## src/rtl/imu_pkg.sv

```systemverilog
// rtl/imu_pkg.sv - shared types and helpers for the IMU sample packer
// Purpose: FSM state enum, float32 type, float bias and a 24-bit
//          leading-zero counter used by the int-to-float converter.
// Ports:   none (package).
package imu_pkg;

  localparam int FLOAT_BIAS = 127;
  localparam int SAMPLE_W   = 16;
  localparam int CONV_W     = 24;

  typedef logic [31:0] float32_t;

  typedef enum logic [2:0] {
    IDLE,
    ISSUE_A,
    ISSUE_R,
    ISSUE_D,
    DRAIN,
    PUBLISH
  } state_e;

  // Number of zeros above the most significant set bit; 24 means x == 0.
  function automatic logic [4:0] lzc24(input logic [CONV_W-1:0] x);
    logic [4:0] n;
    logic       found;
    n     = 5'd24;
    found = 1'b0;
    for (int i = CONV_W - 1; i >= 0; i--) begin
      if (!found && x[i]) begin
        n     = 5'(CONV_W - 1 - i);
        found = 1'b1;
      end
    end
    return n;
  endfunction

endpackage

```

## src/rtl/int2float_seq.sv

```systemverilog
// rtl/int2float_seq.sv - two-stage 24-bit integer to float32 converter
// Purpose: converts a 24-bit integer (two's complement, or unsigned when
//          in_unsigned_i is set) to float32 scaled by 2^-adj_i.
//          Latency 2 cycles, one new input accepted every cycle.
// Ports:   clk, reset     clock, synchronous active-high reset
//          in_data_i      24-bit integer input
//          in_valid_i     input qualifier
//          in_unsigned_i  treat in_data_i as unsigned (sign forced 0)
//          adj_i          power-of-two exponent reduction, 0..100
//          out_data_o     float32 result
//          out_valid_o    result qualifier, two cycles after in_valid_i
module int2float_seq
  import imu_pkg::*;
(
  input  logic              clk,
  input  logic              reset,
  input  logic [CONV_W-1:0] in_data_i,
  input  logic              in_valid_i,
  input  logic              in_unsigned_i,
  input  logic [6:0]        adj_i,
  output float32_t          out_data_o,
  output logic              out_valid_o
);

  logic              s1_valid_q, s1_sign_q;
  logic [CONV_W-1:0] s1_mag_q;
  logic [4:0]        s1_lzc_q;
  logic [6:0]        s1_adj_q;
  logic              out_valid_q;
  float32_t          out_data_q;

  logic              sign_d;
  logic [CONV_W-1:0] mag_d;
  logic [4:0]        lzc_d;
  logic [CONV_W-1:0] norm;
  logic [8:0]        exp9;
  float32_t          packed_d;

  // Stage 1: sign, magnitude, leading-zero count.
  always_comb begin
    sign_d = in_data_i[CONV_W-1] & ~in_unsigned_i;
    mag_d  = sign_d ? (~in_data_i + 24'd1) : in_data_i;
    lzc_d  = lzc24(mag_d);
  end

  // Stage 2: shift the leading one to bit 23 (it becomes the hidden bit).
  // Inputs never exceed 24 significant bits, so no rounding is needed.
  always_comb begin
    norm     = s1_mag_q << s1_lzc_q;
    exp9     = 9'(FLOAT_BIAS + CONV_W - 1) - {4'b0, s1_lzc_q} - {2'b0, s1_adj_q};
    packed_d = (s1_lzc_q == 5'd24) ? 32'h0 : {s1_sign_q, exp9[7:0], norm[22:0]};
  end

  always_ff @(posedge clk) begin
    if (reset) begin
      s1_valid_q  <= 1'b0;
      s1_sign_q   <= 1'b0;
      s1_mag_q    <= '0;
      s1_lzc_q    <= '0;
      s1_adj_q    <= '0;
      out_valid_q <= 1'b0;
      out_data_q  <= '0;
    end else begin
      s1_valid_q  <= in_valid_i;
      s1_sign_q   <= sign_d;
      s1_mag_q    <= mag_d;
      s1_lzc_q    <= lzc_d;
      s1_adj_q    <= adj_i;
      out_valid_q <= s1_valid_q;
      out_data_q  <= packed_d;
    end
  end

  assign out_data_o  = out_data_q;
  assign out_valid_o = out_valid_q;

endmodule

```

## src/rtl/imu_sample_packer.sv

```systemverilog
// rtl/imu_sample_packer.sv - IMU sample to float32 packer for the Kalman stage
// Purpose: accepts signed 16-bit accel/rate samples, measures the tick
//          interval since the previous sample and publishes all three as
//          scaled float32 values with a one-cycle strobe, one sample per 7 clk.
// Ports:   clk, reset          clock, synchronous active-high reset
//          sample_valid/ready  upstream handshake
//          sample_accel/rate   signed 16-bit samples
//          new_data_available  one-cycle strobe, outputs valid
//          new_accel/new_rate  float32, sample * 2^-ADJ
//          dt                  float32, ticks * 2^-DT_EXP
module imu_sample_packer
  import imu_pkg::*;
#(
  parameter int TICK_DIV      = 48,
  parameter int DT_EXP        = 20,
  parameter int ACCEL_EXP_ADJ = 14,
  parameter int RATE_EXP_ADJ  = 7
) (
  input  logic                clk,
  input  logic                reset,
  input  logic                sample_valid,
  output logic                sample_ready,
  input  logic [SAMPLE_W-1:0] sample_accel,
  input  logic [SAMPLE_W-1:0] sample_rate,
  output logic                new_data_available,
  output float32_t            new_accel,
  output float32_t            new_rate,
  output float32_t            dt
);

  localparam int         PRE_W = (TICK_DIV > 1) ? $clog2(TICK_DIV) : 1;
  localparam logic [6:0] ADJ_A = 7'(ACCEL_EXP_ADJ);
  localparam logic [6:0] ADJ_R = 7'(RATE_EXP_ADJ);
  localparam logic [6:0] ADJ_D = 7'(DT_EXP);

  state_e              state_q, state_d;
  logic                drain_q, drain_d;
  logic [PRE_W-1:0]    pre_q;
  logic [CONV_W-1:0]   tick_q;
  logic                first_q;
  logic [SAMPLE_W-1:0] accel_q, rate_q;
  logic [CONV_W-1:0]   delta_q;
  float32_t            acc_hold_q, rate_hold_q, dt_hold_q;
  float32_t            new_accel_q, new_rate_q, dt_q;
  logic                nda_q;

  logic                accept, wrap, publish;
  logic                cv_valid, cv_unsigned, cv_out_valid;
  logic [CONV_W-1:0]   cv_data;
  logic [6:0]          cv_adj;
  float32_t            cv_out;

  assign sample_ready = (state_q == IDLE) && !reset;
  assign accept       = sample_valid && sample_ready;
  assign wrap         = (pre_q == PRE_W'(TICK_DIV - 1));

  // One converter slot per ISSUE state; results come back two cycles later
  // in ISSUE_D (accel) and the two DRAIN cycles (rate, then dt).
  always_comb begin
    state_d     = state_q;
    drain_d     = 1'b0;
    cv_valid    = 1'b0;
    cv_unsigned = 1'b0;
    cv_data     = '0;
    cv_adj      = '0;
    publish     = 1'b0;
    unique case (state_q)
      IDLE: begin
        if (accept) state_d = ISSUE_A;
      end
      ISSUE_A: begin
        cv_valid = 1'b1;
        cv_data  = {{(CONV_W - SAMPLE_W){accel_q[SAMPLE_W-1]}}, accel_q};
        cv_adj   = ADJ_A;
        state_d  = ISSUE_R;
      end
      ISSUE_R: begin
        cv_valid = 1'b1;
        cv_data  = {{(CONV_W - SAMPLE_W){rate_q[SAMPLE_W-1]}}, rate_q};
        cv_adj   = ADJ_R;
        state_d  = ISSUE_D;
      end
      ISSUE_D: begin
        cv_valid    = 1'b1;
        cv_data     = delta_q;
        cv_unsigned = 1'b1;
        cv_adj      = ADJ_D;
        state_d     = DRAIN;
      end
      DRAIN: begin
        drain_d = ~drain_q;
        if (drain_q) state_d = PUBLISH;
      end
      PUBLISH: begin
        publish = 1'b1;
        state_d = IDLE;
      end
      default: state_d = IDLE;
    endcase
  end

  int2float_seq u_conv (
    .clk          (clk),
    .reset        (reset),
    .in_data_i    (cv_data),
    .in_valid_i   (cv_valid),
    .in_unsigned_i(cv_unsigned),
    .adj_i        (cv_adj),
    .out_data_o   (cv_out),
    .out_valid_o  (cv_out_valid)
  );

  always_ff @(posedge clk) begin
    if (reset) begin
      state_q     <= IDLE;
      drain_q     <= 1'b0;
      pre_q       <= '0;
      tick_q      <= '0;
      first_q     <= 1'b1;
      accel_q     <= '0;
      rate_q      <= '0;
      delta_q     <= '0;
      acc_hold_q  <= '0;
      rate_hold_q <= '0;
      dt_hold_q   <= '0;
      new_accel_q <= '0;
      new_rate_q  <= '0;
      dt_q        <= '0;
      nda_q       <= 1'b0;
    end else begin
      state_q <= state_d;
      drain_q <= drain_d;
      pre_q   <= wrap ? '0 : pre_q + 1'b1;

      // Accept clears the counter even if a tick lands on the same edge.
      if (accept) begin
        tick_q  <= '0;
        first_q <= 1'b0;
        accel_q <= sample_accel;
        rate_q  <= sample_rate;
        delta_q <= first_q ? '0 : tick_q;
      end else if (wrap && (tick_q != '1)) begin
        tick_q <= tick_q + 1'b1;
      end

      if (cv_out_valid) begin
        if (state_q == ISSUE_D) acc_hold_q <= cv_out;
        else if (state_q == DRAIN && !drain_q) rate_hold_q <= cv_out;
        else if (state_q == DRAIN) dt_hold_q <= cv_out;
      end

      nda_q <= publish;
      if (publish) begin
        new_accel_q <= acc_hold_q;
        new_rate_q  <= rate_hold_q;
        dt_q        <= dt_hold_q;
      end
    end
  end

  assign new_data_available = nda_q;
  assign new_accel          = new_accel_q;
  assign new_rate           = new_rate_q;
  assign dt                 = dt_q;

endmodule
```

## config.mk

```make
export PLATFORM = sky130hd
export DESIGN_NAME = imu_sample_packer
export DESIGN_NICKNAME = d
export VERILOG_FILES = /design/src/rtl/imu_pkg.sv /design/src/rtl/int2float_seq.sv /design/src/rtl/imu_sample_packer.sv
export SDC_FILE = /design/constraint.sdc
export NUM_CORES = 1
export LEC_CHECK = 0
export CAP_MARGIN = 20
export CORE_UTILIZATION = 43
export CTS_CLUSTER_DIAMETER = 30
export DETAILED_ROUTE_END_ITERATION = 8
export PLACE_DENSITY = 0.73
export SLEW_MARGIN = 15
export SYNTH_ARGS = -nofsm -noshare
export SYNTH_HDL_FRONTEND = slang
export SYNTH_SLANG_ARGS = --single-unit
```

## constraint.sdc

```tcl
create_clock -name clk -period 3.7 [get_ports clk]
set_input_delay 0.74 -clock clk [delete_from_list [all_inputs] [get_ports clk]]
set_output_delay 0.74 -clock clk [all_outputs]
set_load 0.05 [all_outputs]
```

==> results_dict.tcl <==
set metrics [dict create \
    cts.clk_slew.worst_paths_ns 0.05 \
    htreeDepth 3 \
    status "complete, no violations" \
    wl_per_cell_um 15.7 \
    vias_per_cell 5.26 \
    syn-mean-instance-area_um2 8.30 \
    die_h_um 184 \
    std_cell_rows 66 \
    hold_depth 1 \
    arrival_ns 2.76 \
    seq_area_frac_synth_pct 49.4 \
    period_share_pct 94.6 \
    synth_area_um2 14300 \
    yosys-top-cells-area "dfxtp_1, nand2_1, a21oi_1, nor2_1, clkbuf_1" \
    grt.total_usage_pct 21.7 \
    synth-seq-cells 352 \
    post_cts_buffers 0 \
    drc 0 \
    cts_resized 0 \
    synthFlopType "dfxtp_1" \
    hold_path.class "reg -> reg" \
    path_class "reg -> out" \
    max_slew_margin_pct 20.0 \
    drtPass1Iterations 5 \
    cts-root-buf "clkbuf_16" \
    min_period_ns 3.50 \
    clock-sinks 352 \
    final.setup.tns_ns 0 \
    synth_top_area_cell "dfxtp_1" \
    antenna_cells 0 \
    fin_nets 1884 \
    syn_nets 1768 \
    vias 12243 \
    slew_violations 0 \
    n_fill_cell 2832 \
    layout_commonest_cell "nand2_1" \
    tightest_slew_ns 1.20 \
    synthCells 1720 \
    grt_antenna_before_repair 0 \
    cp_max_fo 24 \
    io_buffers 132 \
    grt-ovfl-total 0 \
    cts_tree "built" \
    gp_congestion 0.866 \
    irDropWorstVdd_mv 0.499 \
    required_ns 2.96 \
    detail-route-antenna-nets 0 \
    fmax_ghz 0.286 \
    ys_warn_count 0 \
    final-instance-count-excl-fill 2329 \
    ios 133 \
    drt-initial-drc-count 1001 \
    yosys.area.top_type_share_pct 49.4 \
    synth_edf_count 0 \
    rsz0062_at_grt "no" \
    grt_pass1_vias 11818 \
    ctsHoldBuffers 0 \
    start_kind "flip-flop" \
    setup_viol 0 \
    maxCapViolations 0 \
    wirelength_um 36500 \
    dp_hpwl_um 24000 \
    worstSetupEndpointType "output port" \
    fp.dieW_um 184 \
    start_util_pct 43.8 \
    fin_skew_ns 0.0135 \
    grt_first_pass_wirelength_um 59100 \
    area_growth_pct 29.1 \
    yosysUniqueCellTypes 67 \
    die_area_um2 33900 \
    drive_gt1_share_pct 10.6 \
    clk_latency_ns 0.56 \
    core_um2 32600 \
    async_flop_share_pct 0 \
    p_per_area_nw_per_um2 669 \
    hold_violations 0 \
    grt_max_degree 249 \
    p_leak_uw 0.00660 \
    dp.cells 2208 \
    reg2reg_depth 12 \
    clock_path_buffers 3 \
    cts_buffers 68 \
    final_cell_mix "nand2_1, dfxtp_1, a21oi_1, clkdlybuf4s50_1, nor2_1" \
]
[path summary, 6_finish.rpt]
kind / startpoint / end / slack [ns]
setup / recovery: state_q[2] / sample_ready / 0.20
hold / removal: u_conv.s1_sign_q / u_conv.out_data_o[31] / 0.43
setup reg to reg: state_q[0] / u_conv.s1_lzc_q[2] / 0.31
hold reg to reg: u_conv.s1_sign_q / u_conv.out_data_o[31] / 0.43
[state kept, by name (all words and copies together), names as in the netlist, 16 cells and up]
name               count
dt                    32
rate_q                16
accel_q               16
delta_q               24
acc_hold_q            32
u_conv.out_data_o     32
new_accel             32
u_conv.s1_mag_q       23
rate_hold_q           32
dt_hold_q             32
new_rate              32
tick_q                24
[where the power goes]
part	internal, uW	switching [uW]	total [uW]	leakage (uW)
combinational	625	958	1580	0.00256
sequential	3980	215	4200	0.00285
clock	4500	2060	6550	0.00119
total	9100	3230	12300	0.00660
[synth_stat cells, types with 9 or more instances]
| library cell | instances |
|---|---|
| nand2_1 | 504 |
| dfxtp_1 | 352 |
| a21oi_1 | 238 |
| nor2_1 | 117 |
| clkbuf_1 | 92 |
| nand3b_1 | 38 |
| a211oi_1 | 30 |
| mux2i_1 | 30 |
| a22o_1 | 23 |
| xor2_1 | 22 |
| xnor2_1 | 21 |
| and2_1 | 19 |
| o21ai_0 | 17 |
| nand3_1 | 16 |
| buf_1 | 14 |
| nor3_1 | 14 |
| inv_1 | 13 |
| ha_1 | 12 |
| and4_1 | 10 |
| mux2_2 | 9 |
| nand4_1 | 9 |
| nor4_1 | 9 |
[cell type report]
class                   count  area [um2]  area share (%)
clock buffers              81        1840            9.99
clock inverters            40         652            3.54
inverters                  15        56.3           0.305
multi-input cells        1232        6680            36.2
flip-flops and latches    352        7050            38.2
well taps                 442         553            3.00
repair buffers            167        1610            8.73
[layer usage]
| layer | global-route usage, % | vias up | routed length, um |
|---|---|---|---|
| met5 | 0 | - | 0 |
| met4 | 7.90 | 0 | 749 |
| met3 | 4.29 | 73 | 1930 |
| met2 | 36.4 | 342 | 17400 |
| met1 | 27.6 | 5800 | 16400 |
| li1 | - | 6028 | - |
[kinds of logic after synthesis]
| kind of cell | synth area share, % |
|---|---|
| flops | 49.4 |
| buf+inv | 3.94 |
| mux | 3.76 |
| simple gates | 24.1 |
| compound gates | 15.0 |
| xor+xnor | 2.64 |
| fa+ha+maj | 1.19 |
[per-stage QoR]
stage / setup slack [ns] / instance area, um2 / hold slack (ns) / utilization (%) / total power, uW
after floorplan: 0.0385 / 14300 / 0.406 / - / 5360
after global placement: 0.443 / 15900 / 0.419 / 48.9 / 5810
after detailed placement: 0.412 / 15900 / 0.430 / 48.9 / 5840
after CTS: 0.229 / 18400 / 0.437 / 56.5 / 12400
after global routing: 0.124 / 18400 / 0.447 / 56.5 / 12800
final: 0.198 / 18400 / 0.435 / 56.5 / 12300
[critical path, cell delays in order (launching register included)]
cell             delay [ns]
dfxtp_1                0.43
buf_4                  0.29
nor4_1                 0.56
clkdlybuf4s50_1        0.91
Note: power is estimated with default switching activity, not from simulation.
